===== config.mk =====
export PLATFORM = sky130hd
export DESIGN_NAME = icache_flat
export DESIGN_NICKNAME = d
export VERILOG_FILES = /design/src/rtl/icache_if.sv /design/src/rtl/icache.sv /design/src/flat_wrapper.sv
export SDC_FILE = /design/constraint.sdc
export NUM_CORES = 1
export LEC_CHECK = 0
export BUFFER_PORTS_ARGS = -buffer_cell sky130_fd_sc_hd__clkbuf_2
export CELL_PAD_IN_SITES_DETAIL_PLACEMENT = 1
export CELL_PAD_IN_SITES_GLOBAL_PLACEMENT = 1
export CORE_MARGIN = 3
export CORE_UTILIZATION = 45
export DETAILED_ROUTE_END_ITERATION = 16
export GPL_ROUTABILITY_DRIVEN = 0
export GPL_TIMING_DRIVEN = 1
export PLACE_DENSITY = 0.73
export SYNTH_ARGS = -nofsm -noshare
export SYNTH_HDL_FRONTEND = slang
export SYNTH_SLANG_ARGS = --single-unit
export TNS_END_PERCENT = 5

===== constraint.sdc =====
create_clock -name CLK -period 5.65 [get_ports CLK]
set_clock_uncertainty 0.15 [all_clocks]
set_input_delay 1.13 -clock CLK [delete_from_list [all_inputs] [get_ports CLK]]
set_output_delay 1.13 -clock CLK [all_outputs]
set_load 0.005 [all_outputs]

===== src/rtl/icache_if.sv =====
// Instruction-cache bus bundle: datapath request/response plus memory-controller fill port.
//   imemREN/imemaddr : datapath read request and byte address
//   ihit/imemload    : cache hit and returned instruction word
//   iREN/iaddr       : read request and word address to memory controller
//   iwait/iload      : memory controller stall and fill data
interface icache_if;
  logic        imemREN;
  logic [31:0] imemaddr;
  logic        ihit;
  logic [31:0] imemload;
  logic        iREN;
  logic [31:0] iaddr;
  logic        iwait;
  logic [31:0] iload;

  // Cache side
  modport slave (
    input  imemREN, imemaddr, iwait, iload,
    output ihit, imemload, iREN, iaddr
  );

  // Datapath / memory-controller side
  modport master (
    output imemREN, imemaddr, iwait, iload,
    input  ihit, imemload, iREN, iaddr
  );
endinterface


===== src/rtl/icache.sv =====
// Direct-mapped, one-word-per-entry, read-only instruction cache.
//   CLK, nRST : clock and asynchronous active-low reset
//   bus       : icache_if.slave (datapath request/response, memory fill port)
// Hits are answered combinationally in the request cycle; a miss moves to
// FETCH, which forwards the live request to memory until iwait drops.
module icache #(
  parameter int unsigned SETS = 16
) (
  input  logic     CLK,
  input  logic     nRST,
  icache_if.slave  bus
);

  localparam int unsigned IDX  = $clog2(SETS);
  localparam int unsigned TAGW = 32 - IDX - 2;

  typedef enum logic {IDLE, FETCH} state_t;

  state_t              state_q;
  logic [SETS-1:0]     valid_q;
  logic [TAGW-1:0]     tag_q  [SETS];
  logic [31:0]         data_q [SETS];

  logic [IDX-1:0]      idx_c;
  logic [TAGW-1:0]     tag_c;
  logic                hit_c;
  logic                fill_c;
  logic                unused_c;

  // Address split; byte offset is ignored
  assign idx_c    = bus.imemaddr[IDX+1:2];
  assign tag_c    = bus.imemaddr[31:IDX+2];
  assign unused_c = ^bus.imemaddr[1:0];

  // Lookup against the array as it stands this cycle, regardless of state
  assign hit_c  = bus.imemREN & valid_q[idx_c] & (tag_q[idx_c] == tag_c);

  // Fill uses whatever address is live in the cycle iwait falls
  assign fill_c = (state_q == FETCH) & bus.imemREN & ~bus.iwait;

  // Datapath and memory-side outputs
  assign bus.ihit     = hit_c;
  assign bus.imemload = hit_c ? data_q[idx_c] : 32'h0;
  assign bus.iREN     = (state_q == FETCH) & bus.imemREN;
  assign bus.iaddr    = (state_q == FETCH) ? {bus.imemaddr[31:2], 2'b00} : 32'h0;

  // State machine and cache array
  always_ff @(posedge CLK or negedge nRST) begin
    if (!nRST) begin
      state_q <= IDLE;
      valid_q <= '0;
      for (int i = 0; i < int'(SETS); i++) begin
        tag_q[i]  <= '0;
        data_q[i] <= '0;
      end
    end else begin
      if (state_q == IDLE) begin
        if (bus.imemREN && !hit_c) state_q <= FETCH;
      end else begin
        // Dropping the request aborts; otherwise leave once memory responds
        if (!bus.imemREN || !bus.iwait) state_q <= IDLE;
      end
      if (fill_c) begin
        valid_q[idx_c] <= 1'b1;
        tag_q[idx_c]   <= tag_c;
        data_q[idx_c]  <= bus.iload;
      end
    end
  end

endmodule


===== src/flat_wrapper.sv =====
// flat-port wrapper written by rule: the top's interface ports become plain ports
module icache_flat 
#(
  parameter int unsigned SETS = 16
)
  (CLK, nRST, bus_imemREN, bus_imemaddr, bus_iwait, bus_iload, bus_ihit, bus_imemload, bus_iREN, bus_iaddr);
  icache_if bus_i ();
  input  logic CLK;
  input  logic nRST;
  input wire logic [$bits(bus_i.imemREN)-1:0] bus_imemREN;
  input wire logic [$bits(bus_i.imemaddr)-1:0] bus_imemaddr;
  input wire logic [$bits(bus_i.iwait)-1:0] bus_iwait;
  input wire logic [$bits(bus_i.iload)-1:0] bus_iload;
  output wire logic [$bits(bus_i.ihit)-1:0] bus_ihit;
  output wire logic [$bits(bus_i.imemload)-1:0] bus_imemload;
  output wire logic [$bits(bus_i.iREN)-1:0] bus_iREN;
  output wire logic [$bits(bus_i.iaddr)-1:0] bus_iaddr;
  assign bus_i.imemREN = bus_imemREN;
  assign bus_i.imemaddr = bus_imemaddr;
  assign bus_i.iwait = bus_iwait;
  assign bus_i.iload = bus_iload;
  assign bus_ihit = bus_i.ihit;
  assign bus_imemload = bus_i.imemload;
  assign bus_iREN = bus_i.iREN;
  assign bus_iaddr = bus_i.iaddr;
  icache #(.SETS(SETS)) u_core (.CLK(CLK), .nRST(nRST), .bus(bus_i));
endmodule

==> impl_metrics.json <==
{
  "run_status": "completed",
  "synth_edf_count": 0,
  "yosysSeqAreaShare": 0.543,
  "yosys-top-cells-count": "dfrtp_1, mux2_2, mux4_2, clkbuf_1, mux2i_1",
  "syn-instance-count": 2744,
  "die_h_um": 317,
  "hold_depth": 1,
  "netlist.area_leader.share": 0.543,
  "crit_family": "simple AND/OR/NAND/NOR gates",
  "ctsHoldBuffers": 0,
  "ys.flop_type": "dfrtp_1",
  "irDropWorstVdd_mv": 0.271,
  "dr_wl_met3_um": 4830,
  "cts_max_level": 3,
  "drtIter0Drc": 1464,
  "grt_overflow": 0,
  "clk_pin_slew_worst_paths_ps": 50,
  "crit_arrival_ps": 4330,
  "reg2reg_depth": 7,
  "p_int_mw": 12.7,
  "core_area_mm2": 0.0954,
  "rsz0062_at_grt": "true",
  "critPathMaxStageDelay_ps": 680,
  "drive_above_1_share": 0.560,
  "p_leak_nw": 23.2,
  "num_vias": 24944,
  "grt_max_degree": 145,
  "crit_cells": 9,
  "pwr-share-seq": 0.477,
  "clk_latency_ps": 680,
  "dpl.hpwl_um": 68500,
  "syn_area_mm2": 0.0435,
  "maxCapViolations": 0,
  "fin_util": 0.518,
  "tightest_slew_ps": 963,
  "netSwitchingFraction": 0.245,
  "antenna_found_initial": 6,
  "hold_slack_ps": 317,
  "finalCritPeriodShare": 0.992,
  "area_growth_pct": 13.5,
  "hp-class": "register to register",
  "cts_buffers": 101,
  "synthTopCellsByArea": "dfrtp_1, mux2_2, mux4_2",
  "path_cells": "buf_12 > mux4_1 > mux4_2 > xor2_1 > or4_1 > or4_4 > buf_12 > nor3b_1 > clkbuf_2",
  "die_area_mm2": 0.100,
  "dr.pass1.iters": 5,
  "yosys.area.top_type": "dfrtp_1",
  "synthArstFlopShare": 1.00,
  "cpMaxStageDelayCell": "or4_4",
  "num_rows": 113,
  "die_w_um": 317,
  "synth_seq_cells": 945,
  "max_slew_margin": 0.356,
  "pin_count": 134,
  "combPwrFrac": 0.125,
  "worst_ep_required_time_ps": 4370,
  "drc": 0,
  "viasPerCell": 5.97,
  "synth_area_per_cell_um2": 15.9,
  "ys_warn_count": 0,
  "path_common_cell": "buf_12",
  "start_util": 0.456,
  "wl_per_cell_um": 28.6,
  "crit_buf_inv": 3,
  "ant_nets": 0,
  "grt_pass1_wl_um": 181000,
  "maxSlewViolCount": 0,
  "p_sw_mw": 4.11,
  "yosysMostFrequentCell": "dfrtp_1",
  "top_layer_used": "met5",
  "tritoncts": "yes",
  "grt_pass1_vias": 28567,
  "nets": 2892,
  "r2r_slack_ps": 2090,
  "wl_met1_um": 51400,
  "critPathKind": "input port to output pin",
  "setup_viol_count_final": 0,
  "worstSetupEndpointType": "output pin",
  "final.fill_count": 8873,
  "clock-sinks": 945,
  "fmax_mhz": 178,
  "cp-start-kind": "input port",
  "routed-wl-met2_um": 60000,
  "power_density_mw_per_mm2": 340,
  "clockRootBuffer": "clkbuf_16",
  "track_usage": 0.241,
  "clockBufferDepth": 3,
  "drt-total-wl_um": 120000,
  "cp_max_fo": 17,
  "pwr-share-clk": 0.398,
  "hold_viol": 0,
  "period_needed_ps": 5610,
  "port_buffers": 129,
  "yosysUniqueCellTypes": 59
}
kinds of logic after synthesis:
family	Yosys count	share of synthesized area
other	1	0.0000862
AND/OR/NAND/NOR	197	0.0287
XOR/XNOR	20	0.00402
multiplexers	1218	0.382
AO/OA/AOI/OAI	87	0.0138
buffers and inverters	276	0.0283
flip-flops	945	0.543
cell type report:
cell class / instances / area [um2] / area share
multi-input combinational: 1524 / 18800 / 0.381
antenna: 5 / 12.5 / 0.000253
inverter: 8 / 30.0 / 0.000608
sequential: 945 / 23600 / 0.479
clock buffer: 160 / 3060 / 0.0619
timing repair buffer: 244 / 1960 / 0.0397
clock inverter: 26 / 308 / 0.00623
tap: 1265 / 1580 / 0.0320
metal layers:
layer  global-route usage  up-vias
met3               0.0347      188
li1                     -    10338
met5                    0        -
met2                0.406      511
met1                0.325    13903
met4               0.0767        4
through the flow:
stage | std cells | worst slack [ps] | TNS [ps] | power (mW) | cell area, um2
3_5_place_dp | 3979 | -180 | -3750 | 10.2 | 45800
5_1_grt | 4173 | -44.0 | -198 | 17.5 | 49400
2_1_floorplan | 2745 | 496 | 0 | 9.44 | 43500
3_3_place_gp | 3979 | -67.9 | -727 | 9.99 | 45800
6_report | 4177 | 44.1 | 0 | 16.8 | 49400
4_1_cts | 4172 | 13.0 | 0 | 16.9 | 49400
worst register-to-register path, stage by stage (launching register included):
cell and delay (ps):
dfrtp_1 380, mux4_1 500, mux4_2 490, xor2_1 180, or4_1 490, or4_4 680, buf_16 260, o311a_1 320
path summary, 6_finish.rpt:
kind | from | to
setup reg to reg | u_core.tag_q[70] | u_core.state_q
setup / recovery | bus_imemaddr[2] | bus_imemload[31]
hold / removal | u_core.valid_q[15] | u_core.valid_q[15]
hold reg to reg | u_core.valid_q[15] | u_core.valid_q[15]
min in group asynchronous | nRST | u_core.tag_q[402]
max in group asynchronous | nRST | u_core.tag_q[155]
cell usage in the layout (no fill, tap or decap), drive strengths merged, types with 8 or more instances in the layout:
cell type,instances
clkbuf,284
xnor2,8
nand2b,14
inv,11
xor2,12
clkinv,16
dfrtp,945
nor2,17
mux2i,53
nor3,10
mux2,902
o21ai,36
a22oi,11
nor3b,33
mux4,263
buf,120
and2,33
or2,9
nand2,51
power by group through the flow:
| stage | Combinational (mW) | Clock (mW) | Sequential [mW] |
|---|---|---|---|
| 6_report | 2.10 | 6.68 | 8.01 |
| 5_1_grt | 2.27 | 7.13 | 8.09 |
| 4_1_cts | 2.13 | 6.81 | 8.00 |
| 3_5_place_dp | 2.10 | 0 | 8.11 |
| 3_3_place_gp | 1.99 | 0 | 8.00 |
| 2_1_floorplan | 1.50 | 0 | 7.94 |
what timing repair did:
action                                  in CTS  in global routing
pin swaps                                    2                  4
setup buffers                                5                  0
cloned                                       2                  0
resized for setup                           17                  6
endpoints found under the setup margin      33                 33
registers in the layout (all words and copies together), names as in the netlist:
register	cells
u_core.valid_q	16
u_core.tag_q	416
u_core.state_q	1
u_core.data_q	512
Note: power is estimated with default switching activity, not from simulation.
